--- src/rtl/sb_pkg.sv ---
// sb_pkg: shared sideband framing constants, types and bytewise CRC-16 helper
package sb_pkg;
  localparam logic [7:0] DLE     = 8'hFE;
  localparam logic [7:0] ETX     = 8'h40;
  localparam logic [7:0] STX_CMD = 8'h05;
  localparam logic [7:0] STX_RSP = 8'h04;
  localparam logic [15:0] CRC_POLY = 16'h8005;
  localparam logic [15:0] CRC_INIT = 16'hFFFF;
  typedef enum logic [1:0] {AT_CMD = 2'd0, AT_RSP = 2'd1, LT = 2'd2} sb_tr_type_e;
  typedef enum logic [2:0] {IDLE, START, AT_DATA, AT_DLE, LT_CLSE, LT_DLE, LT_ETX} sb_state_e;
  function automatic logic [15:0] crc16_byte(input logic [15:0] crc, input logic [7:0] b);
    logic [15:0] c;
    c = crc ^ {b, 8'h00};
    for (int i = 0; i < 8; i++) c = c[15] ? ((c << 1) ^ CRC_POLY) : (c << 1);
    return c;
  endfunction
endpackage

--- src/rtl/sb_crc16.sv ---
// sb_crc16: running CRC-16 register, seeded from the STX byte and advanced per stored byte
module sb_crc16 import sb_pkg::*; (
  input  logic        clk,
  input  logic        rst_n,
  input  logic        i_start,
  input  logic        i_en,
  input  logic [7:0]  i_byte,
  output logic [15:0] o_crc
);
  logic [15:0] r_crc;
  assign o_crc = r_crc;
  // start restarts from the init value folded with this byte; enable folds in one more byte
  always_ff @(posedge clk or negedge rst_n)
    if (!rst_n) r_crc <= '0;
    else if (i_start) r_crc <= crc16_byte(CRC_INIT, i_byte);
    else if (i_en) r_crc <= crc16_byte(r_crc, i_byte);
endmodule

--- src/rtl/sb_rx_deframer.sv ---
// sb_rx_deframer: sideband RX deframer (DLE unstuffing, AT CRC check, LT validation); SB_TIMEOUT_EN adds an inter-byte timeout
module sb_rx_deframer import sb_pkg::*; #(
  parameter int MAX_BYTES   = 16,
  parameter int TIMEOUT_CYC = 1024
) (
  input  logic                         clk,
  input  logic                         rst_n,
  input  logic                         i_rx_valid,
  input  logic [7:0]                   i_rx_byte,
  output logic                         o_tr_valid,
  output logic [1:0]                   o_tr_type,
  output logic [8*MAX_BYTES-1:0]       o_tr_data,
  output logic [$clog2(MAX_BYTES+1)-1:0] o_tr_len,
  output logic                         o_crc_err,
  output logic                         o_frame_err
);
  localparam int LW = $clog2(MAX_BYTES + 1);
  localparam int CW = $clog2(MAX_BYTES + 3);
  sb_state_e r_state, w_next;
  sb_tr_type_e r_type;
  logic [8*MAX_BYTES-1:0] r_buf, w_payload;
  logic [CW-1:0] r_cnt;
  logic [7:0] r_lse;
  logic [15:0] w_crc;
  logic w_store, w_crc_start, w_lt_start, w_ok, w_cerr, w_ferr, w_timeout;

  sb_crc16 u_crc (
    .clk(clk), .rst_n(rst_n), .i_start(w_crc_start), .i_en(w_store),
    .i_byte(i_rx_byte), .o_crc(w_crc)
  );

`ifdef SB_TIMEOUT_EN
  localparam int TW = $clog2(TIMEOUT_CYC + 1);
  logic [TW-1:0] r_idle;
  // counts quiet cycles inside a frame; any byte or a return to IDLE restarts it
  always_ff @(posedge clk or negedge rst_n)
    if (!rst_n) r_idle <= '0;
    else r_idle <= (i_rx_valid || r_state == IDLE) ? '0 : r_idle + 1'b1;
  assign w_timeout = r_state != IDLE && !i_rx_valid && r_idle == TW'(TIMEOUT_CYC - 1);
`else
  assign w_timeout = 1'b0;
`endif

  // state register
  always_ff @(posedge clk or negedge rst_n)
    if (!rst_n) r_state <= IDLE;
    else r_state <= w_next;

  // next state and per-byte actions; a store past the CRC slots aborts the frame
  always_comb begin
    w_next = r_state;
    w_store = 1'b0;
    w_crc_start = 1'b0;
    w_lt_start = 1'b0;
    w_ok = 1'b0;
    w_cerr = 1'b0;
    w_ferr = 1'b0;
    if (w_timeout) begin
      w_next = IDLE;
      w_ferr = 1'b1;
    end else if (i_rx_valid) begin
      case (r_state)
        IDLE: w_next = i_rx_byte == DLE ? START : IDLE;
        START:
          if (i_rx_byte == STX_CMD || i_rx_byte == STX_RSP) begin
            w_next = AT_DATA;
            w_crc_start = 1'b1;
          end else if (i_rx_byte == DLE) w_ferr = 1'b1;
          else begin
            w_next = LT_CLSE;
            w_lt_start = 1'b1;
          end
        AT_DATA: begin
          w_next = i_rx_byte == DLE ? AT_DLE : AT_DATA;
          w_store = i_rx_byte != DLE;
        end
        AT_DLE:
          if (i_rx_byte == DLE) begin
            w_next = AT_DATA;
            w_store = 1'b1;
          end else begin
            w_next = IDLE;
            w_ferr = i_rx_byte != ETX || r_cnt < CW'(2);
            w_cerr = i_rx_byte == ETX && r_cnt >= CW'(2) && w_crc != 16'h0;
            w_ok = i_rx_byte == ETX && r_cnt >= CW'(2) && w_crc == 16'h0;
          end
        LT_CLSE: begin
          w_next = i_rx_byte == ~r_lse ? LT_DLE : IDLE;
          w_ferr = i_rx_byte != ~r_lse;
        end
        LT_DLE: begin
          w_next = i_rx_byte == DLE ? LT_ETX : IDLE;
          w_ferr = i_rx_byte != DLE;
        end
        LT_ETX: begin
          w_next = IDLE;
          w_ok = i_rx_byte == ETX;
          w_ferr = i_rx_byte != ETX;
        end
        default: w_next = IDLE;
      endcase
    end
    if (w_store && r_cnt == CW'(MAX_BYTES + 2)) begin
      w_store = 1'b0;
      w_ferr = 1'b1;
      w_next = IDLE;
    end
  end

  // payload view: stored bytes minus the trailing two CRC bytes, the rest zero
  always_comb begin
    w_payload = '0;
    for (int i = 0; i < MAX_BYTES; i++)
      if (CW'(i) + CW'(2) < r_cnt) w_payload[8*i +: 8] = r_buf[8*i +: 8];
  end

  // frame context: type, LSE and de-stuffed byte buffer (CRC bytes only counted, never needed)
  always_ff @(posedge clk or negedge rst_n)
    if (!rst_n) begin
      r_type <= AT_CMD;
      r_lse <= '0;
      r_cnt <= '0;
      r_buf <= '0;
    end else begin
      if (w_crc_start) begin
        r_cnt <= '0;
        r_type <= i_rx_byte == STX_CMD ? AT_CMD : AT_RSP;
      end
      if (w_lt_start) begin
        r_lse <= i_rx_byte;
        r_type <= LT;
      end
      if (w_store) begin
        r_cnt <= r_cnt + 1'b1;
        if (r_cnt < CW'(MAX_BYTES)) r_buf[8*r_cnt +: 8] <= i_rx_byte;
      end
    end

  // registered status pulses; transaction fields change only on a good frame
  always_ff @(posedge clk or negedge rst_n)
    if (!rst_n) begin
      o_tr_valid <= 1'b0;
      o_crc_err <= 1'b0;
      o_frame_err <= 1'b0;
      o_tr_type <= '0;
      o_tr_data <= '0;
      o_tr_len <= '0;
    end else begin
      o_tr_valid <= w_ok;
      o_crc_err <= w_cerr;
      o_frame_err <= w_ferr;
      if (w_ok) begin
        o_tr_type <= r_type;
        o_tr_data <= r_state == LT_ETX ? (8*MAX_BYTES)'(r_lse) : w_payload;
        o_tr_len <= r_state == LT_ETX ? LW'(1) : LW'(r_cnt - CW'(2));
      end
    end
endmodule

--- config.mk ---
export PLATFORM = sky130hd
export DESIGN_NAME = sb_rx_deframer
export DESIGN_NICKNAME = d
export VERILOG_FILES = /design/src/rtl/sb_pkg.sv /design/src/rtl/sb_crc16.sv /design/src/rtl/sb_rx_deframer.sv
export SDC_FILE = /design/constraint.sdc
export NUM_CORES = 1
export LEC_CHECK = 0
export BUFFER_PORTS_ARGS = -buffer_cell sky130_fd_sc_hd__buf_2
export CAP_MARGIN = 15
export CORE_MARGIN = 4
export CORE_UTILIZATION = 55
export CTS_BUF_LIST = sky130_fd_sc_hd__clkbuf_4
export DETAILED_ROUTE_END_ITERATION = 10
export GPL_TIMING_DRIVEN = 1
export HOLD_SLACK_MARGIN = 0.06
export PLACE_DENSITY = 0.82
export RECOVER_POWER = 100
export SYNTH_ARGS = -nofsm -noshare
export SYNTH_HDL_FRONTEND = slang
export SYNTH_SLANG_ARGS = --single-unit
--- constraint.sdc ---
create_clock -name clk -period 3 [get_ports clk]
set_input_delay 0.45 -clock clk [delete_from_list [all_inputs] [get_ports clk]]
set_output_delay 0.45 -clock clk [all_outputs]
set_load 0.02 [all_outputs]
==> results.py, run 1 <==
metrics = {
    "run_status": {
        "status": "complete, but fails checks",
        "violations": "max-capacitance violations, max-slew violations",
    },
    "worst_setup_path": {
        "endpoint_kind": "flip-flop",
        "crit_fanout": 8,
        "cp-start-kind": "flip-flop",
        "r2r_cells": 10,
        "reg2reg_from": "r_cnt[0]",
        "cp.required_ns": 3.53,
        "r2r_end": "r_buf[14]",
        "timing.setup.critical_path_class": "reg -> reg",
        "r2r_slack_ns": 0.1,
        "worst_ep_arrival_time_ns": 3.43,
    },
    "clock_tree": {
        "cts_buffer_depth": 3,
        "cts_tree": "yes",
        "cts-root-buf": "clkbuf_4",
        "htreeDepth": 3,
        "path_clk_slew_ns": 0.07,
        "clk_latency_ns": 0.69,
        "cts_buffers": 76,
        "post_cts_buffers": 0,
        "cts.sinks": 300,
    },
    "floorplanning": {
        "die_x_um": 162,
        "io_pins": 149,
        "start_util_pct": 55.8,
        "die_h_um": 162,
        "core_area_mm2": 0.0234,
        "die_area_mm2": 0.0263,
        "rows": 56,
    },
    "sta": {
        "period_needed_ns": 2.90,
        "tightest_slew_ns": 1.83,
        "setup_tns_ns": 0,
        "setup_ws_ns": 0.0979,
        "hold_viol": 0,
        "fmax_mhz": 345,
        "drv_slew": 65,
        "fin_crit_sh_pct": 96.7,
        "setup_viol": 0,
        "relSlewSlack_pct": -21.8,
        "timing.hold.ws_ns": 0.151,
        "rsz0062_at_grt": "yes",
        "skew_ns": 0.0518,
    },
    "yosys": {
        "post-synth-top-area-fraction_pct": 57.5,
        "synth_commonest_cells": "366 x nand2_1, 300 x dfrtp_1, 207 x o21ai_0",
        "yosysSeqAreaShare_pct": 57.5,
        "synth_top_family_by_area": "simple AND/OR/NAND/NOR gates",
        "syn_avg_cell_area_um2": 9.89,
        "synthCells": 1319,
        "synth_mux_area_share_pct": 5.60,
        "synthAdderAreaFrac_pct": 2.01,
        "ys_top_cells_by_area": "dfrtp_1 58%, nand2_1 11%, o21ai_0 7.9%, mux2_2 4.8%, ha_1 2.0%",
        "post-synth-top-count-cell": "nand2_1",
        "yosysTopAreaCell": "dfrtp_1",
        "async_flop_share_pct": 100,
        "ys_warn_count": 0,
        "syn-cell-area_mm2": 0.0130,
        "ys.flop_type": "dfrtp_1",
        "synth-seq-cells": 300,
        "synth_compound_area_share_pct": 11.8,
        "synth-xor-area-share_pct": 3.08,
        "syn_nets": 1351,
        "synth_cell_types": 60,
        "yosys.area_share.simple_pct": 16.8,
        "synth_edf_count": 0,
    },
    "route": {
        "firstDrtPassIters": 6,
        "vias": 10400,
        "drtIter0Drc": 889,
        "drc": 0,
        "via_per_inst": 5.53,
        "postRouteWirelength_um": 32800,
        "ant_nets": 0,
        "wl_per_cell_um": 17.3,
    },
    "place": {
        "gp_congestion": 0.905,
        "place_area_mm2": 0.0143,
        "hpwl_um": 22800,
        "place_ws_ns": 0.102,
        "io_buffer_count": 148,
    },
    "cells_and_area": {
        "drive_gt1_share_pct": 14.7,
        "areaGrowthSynthToFinish_pct": 15.1,
        "multi_input_area_mm2": 0.00513,
        "nets": 1550,
        "finalInstanceArea_mm2": 0.0150,
        "num-fill-cells": 1947,
        "regArea_mm2": 0.00751,
    },
    "global_route": {
        "grt-ovfl-total": 0,
        "grt_max_degree": 104,
        "first_global_vias": 10500,
        "grtUsageTotal_pct": 25.3,
        "grt_pass1_wl_um": 53300,
        "antenna_found_initial": 2,
    },
    "hold_path": {
        "hold_path.class": "in -> reg",
        "hold_depth": 2,
        "min_to": "r_state[1]",
        "hold_start": "i_rx_valid",
    },
    "power_and_ir_drop": {
        "power.density_mw_per_mm2": 721,
        "peakVddDrop_mv": 0.636,
        "p_leak_nw": 6.76,
    },
    "job": {
        "drv_cap": 2,
    },
}
[area by class of cell]
| cell class | instances | share of cell area [%] |
|---|---|---|
| clock inverters | 22 | 1.10 |
| repair buffers | 193 | 6.04 |
| flip-flops and latches | 300 | 50.0 |
| well taps | 319 | 2.66 |
| inverters | 27 | 0.683 |
| multi-input cells | 920 | 34.2 |
| diodes | 1 | 0.0167 |
| clock buffers | 107 | 5.35 |
[through the flow]
| stage | util [%] | total power [mW] | cells |
|---|---|---|---|
| after floorplan | - | 6.53 | 1319 |
| after global placement | 61.0 | 7.24 | 1758 |
| after detailed placement | 61.0 | 7.37 | 1758 |
| after CTS | 65.2 | 10.9 | 1888 |
| after global routing | 64.2 | 11.4 | 1889 |
| final | 64.2 | 10.8 | 1889 |
[worst max-delay path, cell delays in order, from the launching register on]
cell	delay, ns
dfrtp_1	0.37
clkinv_2	0.07
ha_1	0.23
nor3b_1	0.15
ha_1	0.30
or3b_1	0.45
nor3_2	0.19
and4_1	0.31
nor2b_1	0.17
buf_4	0.20
mux2_2	0.35
[routing by layer]
metal	vias to the layer above	routed length (um)	track usage (%)
li1	4864	-	-
met4	2	831	9.50
met2	438	16100	42.0
met3	72	2440	5.86
met1	5069	13400	32.8
met5	-	7	0
[placed cells by master (no fill, tap or decap), drive strengths merged, types with 3 or more instances in the layout]
cell / count
nand2: 367
dfrtp: 300
clkbuf: 255
o21ai: 216
mux2: 56
nor2: 55
buf: 44
xnor2: 29
inv: 26
nand2b: 22
ha: 21
clkinv: 20
a21oi: 19
nand3: 17
o31ai: 14
mux2i: 10
xor2: 9
a22oi: 9
nor3: 9
nand4: 8
nor4: 8
o22ai: 5
and2: 5
nor3b: 3
a21o: 3
a211oi: 3
bufinv: 3
[kinds of logic after synthesis]
family	Yosys count
simple gates	510
flops	300
compound gates	282
buf+inv	99
mux	66
xor+xnor	41
fa+ha+maj	21
[registers in the layout, indices dropped and copies added (netlist names)]
register,cells
o_crc_err,1
o_frame_err,1
o_tr_data,128
o_tr_len,5
o_tr_type,2
o_tr_valid,1
r_buf,128
r_cnt,5
r_lse,8
r_state,3
r_type,2
u_crc.o_crc,16
[power breakdown]
| part | internal (mW) | leakage [nW] | total (mW) | switching (mW) |
|---|---|---|---|---|
| sequential | 4.46 | 4.10 | 4.77 | 0.312 |
| combinational | 0.966 | 2.09 | 2.60 | 1.63 |
| clock | 1.90 | 0.571 | 3.46 | 1.56 |
[worst max-delay path by stage]
stage / from / to / slack (ns)
5_1_grt: r_cnt[0] / r_buf[14] / -0.04
3_5_place_dp: r_cnt[0] / r_buf[71] / 0.10
3_3_place_gp: r_cnt[0] / r_buf[11] / 0.27
6_report: r_cnt[0] / r_buf[14] / 0.1
2_1_floorplan: r_cnt[0] / r_buf[88] / 0.09
4_1_cts: r_cnt[0] / r_buf[14] / 0.08
[repair_timing]
action                                  CTS  global route
hold buffers                              1             0
gates resized for setup                   0             2
endpoints found under the hold margin    43             0
endpoints found under the setup margin    0            44
No activity file was read; power rests on OpenSTA's default activity.
==> inputs of run 2 (changes only) <==
--- a/config.mk
+++ b/config.mk
@@ -8,12 +8,12 @@
 export BUFFER_PORTS_ARGS = -buffer_cell sky130_fd_sc_hd__buf_2
 export CAP_MARGIN = 15
 export CORE_MARGIN = 4
-export CORE_UTILIZATION = 55
+export CORE_UTILIZATION = 60
 export CTS_BUF_LIST = sky130_fd_sc_hd__clkbuf_4
 export DETAILED_ROUTE_END_ITERATION = 10
 export GPL_TIMING_DRIVEN = 1
 export HOLD_SLACK_MARGIN = 0.06
-export PLACE_DENSITY = 0.82
+export PLACE_DENSITY = 0.85
 export RECOVER_POWER = 100
 export SYNTH_ARGS = -nofsm -noshare
 export SYNTH_HDL_FRONTEND = slang
==> constraint.sdc (replaced) <==
create_clock -name clk -period 3.02 [get_ports clk]
set_input_delay 0.453 -clock clk [delete_from_list [all_inputs] [get_ports clk]]
set_output_delay 0.453 -clock clk [all_outputs]
set_load 0.02 [all_outputs]
==> run 2 against run 1 <==
  * The flow still finishes with violations (max-capacitance violations, max-slew violations)
  * Largest cell class unchanged
  * Global-route usage rose by 1.5 points
  * Cell count fell by 2.0%
  * Design area barely moved
  * Via count rose by 0.43%
  * Critical path type unchanged
  * Largest power group unchanged
==> results.py, run 2 (synthesis gave the netlist of run 1 again) <==
metrics = {
    "sta": {
        "setup_viol": 0,
        "timing.hold.ws_ns": 0.152,
        "drv_slew": 82,
        "fin_crit_sh_pct": 97.9,
        "skew_ns": 0.0394,
        "relSlewSlack_pct": -44.4,
        "setup_ws_ns": 0.0627,
        "hold_viol": 0,
        "period_needed_ns": 2.96,
        "tightest_slew_ns": 2.17,
        "fmax_mhz": 338,
        "setup_tns_ns": 0,
    },
    "hold_path": {
        "hold_depth": 3,
        "min_to": "r_buf[63]",
        "hold_start": "i_rx_byte[7]",
        "hold_path.class": "in -> reg",
    },
    "route": {
        "ant_nets": 0,
        "firstDrtPassIters": 6,
        "wl_per_cell_um": 17.5,
        "drtIter0Drc": 738,
        "via_per_inst": 5.66,
        "vias": 10500,
        "drc": 0,
        "postRouteWirelength_um": 32400,
    },
    "job": {
        "drv_cap": 1,
    },
    "place": {
        "place_inst": 1716,
        "place_ws_ns": 0.0423,
        "hpwl_um": 22500,
        "place_area_mm2": 0.0142,
        "io_buffer_count": 148,
        "gp_congestion": 0.922,
    },
    "floorplanning": {
        "die_area_mm2": 0.0242,
        "core_area_mm2": 0.0212,
        "die_x_um": 155,
        "io_pins": 149,
        "die_h_um": 155,
        "start_util_pct": 61.5,
        "rows": 53,
    },
    "clock_tree": {
        "cts_tree": "yes",
        "clk_latency_ns": 0.70,
        "cts_buffers": 76,
        "path_clk_slew_ns": 0.07,
        "htreeDepth": 3,
        "cts-root-buf": "clkbuf_4",
        "cts_buffer_depth": 3,
        "cts.sinks": 300,
    },
    "global_route": {
        "first_global_vias": 10500,
        "grt-ovfl-total": 0,
        "grt_max_degree": 99,
        "grt_pass1_wl_um": 52300,
        "antenna_found_initial": 1,
        "grtUsageTotal_pct": 26.8,
    },
    "cells_and_area": {
        "regArea_mm2": 0.00751,
        "areaGrowthSynthToFinish_pct": 15.1,
        "finalInstanceArea_mm2": 0.0150,
        "multi_input_area_mm2": 0.00515,
        "stdcell_count": 1852,
        "drive_gt1_share_pct": 15.1,
        "final_core_util_pct": 70.8,
        "final_common_cell": "nand2_1",
        "nets": 1554,
        "final_cell_mix": "367 x nand2_1, 300 x dfrtp_1, 207 x o21ai_0",
        "num-fill-cells": 1560,
    },
    "worst_setup_path": {
        "r2r_cells": 10,
        "cp-start-kind": "flip-flop",
        "reg2reg_from": "r_cnt[0]",
        "cp.required_ns": 3.59,
        "crit_fanout": 8,
        "worst_ep_arrival_time_ns": 3.53,
        "r2r_slack_ns": 0.06,
        "timing.setup.critical_path_class": "reg -> reg",
        "critPathLaunch": "r_cnt[0]",
        "crit_slowest_cell": "or3b_4",
        "r2r_end": "r_buf[107]",
        "cpPeakStageDelay_ns": 0.41,
        "cpMostUsedCell": "ha_1",
        "endpoint_kind": "flip-flop",
        "crit_chain": "clkinv_1 -> ha_1 -> nor3b_1 -> ha_1 -> or3b_4 -> nor4_4 -> buf_4 -> nand3_2 -> nor2_4 -> mux2_2",
    },
    "power_and_ir_drop": {
        "clock_power_share_pct": 31.5,
        "p_seq_share_pct": 44.6,
        "peakVddDrop_mv": 0.793,
        "p_leak_nw": 6.76,
        "netSwitchingFraction_pct": 33.1,
        "p_switching_mw": 3.52,
        "power.density_mw_per_mm2": 707,
        "pwr-share-comb_pct": 23.9,
        "intPower_mw": 7.10,
        "power.total_mw": 10.6,
    },
    "run_status": {
        "status": "complete, but fails checks",
        "violations": "max-capacitance violations, max-slew violations",
    },
}
## run 2: cell types whose count changed in the layout (fill, tap and decap cells not counted), moves of 2 or more
| cell | delta |
|---|---|
| bufinv_16 | -2 |
| clkinv_1 | +2 |
| buf_12 | +4 |
| clkinvlp_4 | +5 |
| and2_1 | -2 |
## run 2: worst max-delay path by stage
stage                 end  slack, ns  cells after the start
2_1_floorplan   r_buf[88]      0.009                      8
6_report       r_buf[107]       0.06                     10
5_1_grt        r_buf[109]      -0.02                     10
4_1_cts        r_buf[105]       0.02                      9
3_3_place_gp   r_buf[104]       0.18                      9
3_5_place_dp   r_buf[105]       0.04                      9
## run 2: worst max-delay path, delay by kind of cell (launching register included)
family | cells | cell delay [ns]
buffers and inverters | 2 | 0.29
adder cells (fa/ha/maj) | 2 | 0.55
multiplexers | 1 | 0.38
AND/OR/NAND/NOR | 5 | 1.24
flip-flops | 1 | 0.36
## run 2: layout make-up
type	count	area share [%]
Multi-Input combinational cell	920	34.3
Sequential cell	300	50.0
Clock inverter	27	1.03
Antenna cell	1	0.0167
Clock buffer	105	5.25
Inverter	27	0.675
Timing Repair Buffer	197	6.47
Tap cell	275	2.29
## run 2: layer usage
metal / wire [um] / vias to the layer above / GRT usage (%)
li1: - / 4877 / -
met1: 13400 / 5090 / 35.7
met2: 15800 / 462 / 43.5
met3: 2440 / 61 / 5.59
met4: 736 / 0 / 10.4
met5: 0 / - / 0
## run 2: power groups by stage
stage | Clock [mW] | Combinational, mW | Sequential, mW
floorplan | 0 | 1.77 | 4.72
global placement | 0 | 2.38 | 4.77
detailed placement | 0 | 2.47 | 4.79
CTS | 3.41 | 2.50 | 4.72
global route | 3.64 | 2.78 | 4.77
finish | 3.35 | 2.53 | 4.74
## run 2: timing repair
| item | CTS | global route |
|---|---|---|
| hold buffers | 1 | 0 |
| buffers inserted | 0 | 2 |
| resized for setup | 0 | 7 |
| endpoints found under the setup margin | 0 | 63 |
| hold endpoints to repair | 77 | 0 |
==> inputs of run 3 (changes only) <==
--- a/config.mk
+++ b/config.mk
@@ -7,6 +7,7 @@
 export LEC_CHECK = 0
 export BUFFER_PORTS_ARGS = -buffer_cell sky130_fd_sc_hd__buf_2
 export CAP_MARGIN = 15
+export CORE_ASPECT_RATIO = 0.8
 export CORE_MARGIN = 4
 export CORE_UTILIZATION = 60
 export CTS_BUF_LIST = sky130_fd_sc_hd__clkbuf_4
==> run 3 against run 2 <==
  * The flow still finishes with violations (max-capacitance violations, max-slew violations)
  * Worst setup slack got worse by 0.015 ns
  * Routed wire length is 1.9% higher
  * Sequential share of layout area rose by 0.47 points
  * Sequential power about the same
  * Cell count decreased by 0.97%
  * Design area shrank 0.93%
  * Hold slack better by 0.0054 ns
  * Clock power about the same
  * Combinational power barely moved
  * Via count is 0.56% lower
  * Fmax is 0.51% lower
  * Critical path type unchanged
  * Largest power group unchanged
==> results.py, run 3 (synthesis gave the netlist of run 1 again) <==
metrics = {
    "place": {
        "hpwl_um": 22700,
        "place_inst": 1706,
        "gp_congestion": 0.965,
        "io_buffer_count": 148,
    },
    "worst_setup_path": {
        "crit_fanout": 8,
        "cp-start-kind": "flip-flop",
        "r2r_end": "r_buf[9]",
        "endpoint_kind": "flip-flop",
        "cp.required_ns": 3.56,
        "cpPeakStageDelay_ns": 0.43,
        "reg2reg_from": "r_cnt[1]",
        "cpMostUsedCell": "ha_1",
        "timing.setup.critical_path_class": "reg -> reg",
        "critPathBufInv": 2,
        "worst_ep_arrival_time_ns": 3.52,
        "r2r_cells": 10,
        "crit_chain": "inv_1 -> ha_1 -> nor3b_1 -> ha_1 -> or3b_1 -> nor3_2 -> and4_2 -> nor2b_1 -> buf_4 -> mux2_2",
        "crit_family": "simple AND/OR/NAND/NOR gates",
        "crit_slowest_cell": "or3b_1",
        "r2r_slack_ns": 0.05,
    },
    "sta": {
        "fmax_mhz": 336,
        "skew_ns": 0.0611,
        "setup_viol": 0,
        "hold_viol": 0,
        "timing.hold.ws_ns": 0.157,
        "fin_crit_sh_pct": 98.4,
        "period_needed_ns": 2.97,
        "relSlewSlack_pct": -0.0403,
        "tightest_slew_ns": 1.50,
        "drv_slew": 45,
    },
    "global_route": {
        "grt_max_degree": 120,
        "antenna_found_initial": 3,
        "grtUsageTotal_pct": 27.0,
        "grt_pass1_wl_um": 53800,
        "grt-ovfl-total": 0,
        "first_global_vias": 10600,
    },
    "route": {
        "postRouteWirelength_um": 33000,
        "wl_met1_um": 13900,
        "wl_per_cell_um": 18.0,
        "via_per_inst": 5.69,
        "vias": 10400,
        "wl_met3_um": 2840,
        "drc": 0,
        "drtIter0Drc": 926,
        "maxUsedRoutingLayer": "met5",
        "firstDrtPassIters": 5,
        "dr_wl_met2_um": 15400,
        "ant_nets": 0,
    },
    "power_and_ir_drop": {
        "p_leak_nw": 6.71,
        "peakVddDrop_mv": 0.631,
        "power.density_mw_per_mm2": 714,
    },
    "clock_tree": {
        "cts_buffers": 75,
        "cts.sinks": 300,
        "clk_latency_ns": 0.68,
        "cts-root-buf": "clkbuf_4",
        "htreeDepth": 3,
        "cts_tree": "yes",
        "path_clk_slew_ns": 0.06,
        "post_cts_buffers": 0,
        "cts_buffer_depth": 3,
    },
    "job": {
        "drv_cap": 1,
    },
    "floorplanning": {
        "rows": 47,
        "die_x_um": 173,
        "io_pins": 149,
        "start_util_pct": 62.0,
        "die_h_um": 140,
        "die_area_mm2": 0.0242,
        "core_area_mm2": 0.0211,
    },
    "hold_path": {
        "hold_start": "i_rx_valid",
        "min_to": "r_state[1]",
        "hold_path.class": "in -> reg",
        "hold_depth": 2,
    },
    "run_status": {
        "status": "complete, but fails checks",
        "violations": "max-capacitance violations, max-slew violations",
    },
    "cells_and_area": {
        "regArea_mm2": 0.00751,
        "final_cell_mix": "366 x nand2_1, 300 x dfrtp_1, 207 x o21ai_0",
        "stdcell_count": 1834,
        "areaGrowthSynthToFinish_pct": 14.0,
        "drive_gt1_share_pct": 14.8,
        "num-fill-cells": 1600,
        "nets": 1547,
        "final_common_cell": "nand2_1",
        "multi_input_area_mm2": 0.00514,
    },
}
[run 3: cell count changes in the layout (fill, tap and decap cells not counted), moves of 2 or more]
cell / before / now
clkinvlp_4: 5 / 1
buf_2: 10 / 8
clkinv_1: 18 / 13
buf_12: 5 / 2
clkbuf_4: 107 / 110
inv_2: 0 / 2
clkbuf_2: 3 / 11
buf_4: 30 / 21
[run 3: timing repair]
item | in CTS | in global routing
hold buffers | 1 | 0
endpoints found under the setup margin | 0 | 39
hold endpoints to repair | 54 | 0
gates resized for setup | 0 | 6
[run 3: worst register-to-register path: stages (launching register included)]
cell     delay [ns]
dfrtp_1        0.38
inv_1          0.16
ha_1           0.24
nor3b_1        0.28
ha_1           0.18
or3b_1         0.43
nor3_2         0.19
and4_2         0.30
nor2b_1        0.15
buf_4          0.20
mux2_2         0.36
[run 3: power breakdown]
group / total (mW) / internal, mW / switching (mW)
Combinational: 2.56 / 0.962 / 1.60
Sequential: 4.73 / 4.43 / 0.308
Clock: 3.33 / 1.72 / 1.61
[run 3: worst max path at each step]
stage	start	to	slack (ns)	cells after the start
2_1_floorplan	r_cnt[0]	r_buf[88]	0.009	8
3_3_place_gp	r_cnt[0]	r_buf[14]	0.28	10
3_5_place_dp	r_cnt[1]	r_buf[71]	0.08	10
4_1_cts	r_cnt[1]	r_buf[64]	0.04	10
5_1_grt	r_cnt[1]	r_buf[11]	-0.03	10
6_report	r_cnt[1]	r_buf[9]	0.05	10
[run 3: layout make-up]
type,instances,share of cell area (%)
flip-flops and latches,300,50.5
multi-input cells,920,34.5
repair buffers,191,5.92
clock buffers,108,5.45
well taps,269,2.26
inverters,27,0.681
clock inverters,18,0.673
diodes,1,0.0168
[run 3: metal layers]
metal,vias to the layer above,GRT usage (%)
met5,-,0
met4,4,10.0
met3,83,6.47
met2,490,42.3
met1,4977,37.5
li1,4877,-
[run 3: metrics by stage]
step / setup TNS (ns) / util, % / power (mW) / instance area [um2] / setup slack, ns
global route: -0.193 / 70.7 / 11.2 / 14900 / -0.0331
global placement: 0 / 67.5 / 7.18 / 14200 / 0.278
finish: 0 / 70.7 / 10.6 / 14900 / 0.0476
detailed placement: 0 / 67.5 / 7.30 / 14200 / 0.0812
CTS: 0 / 71.9 / 10.6 / 15100 / 0.0447
floorplan: 0 / - / 6.49 / 13000 / 0.00927
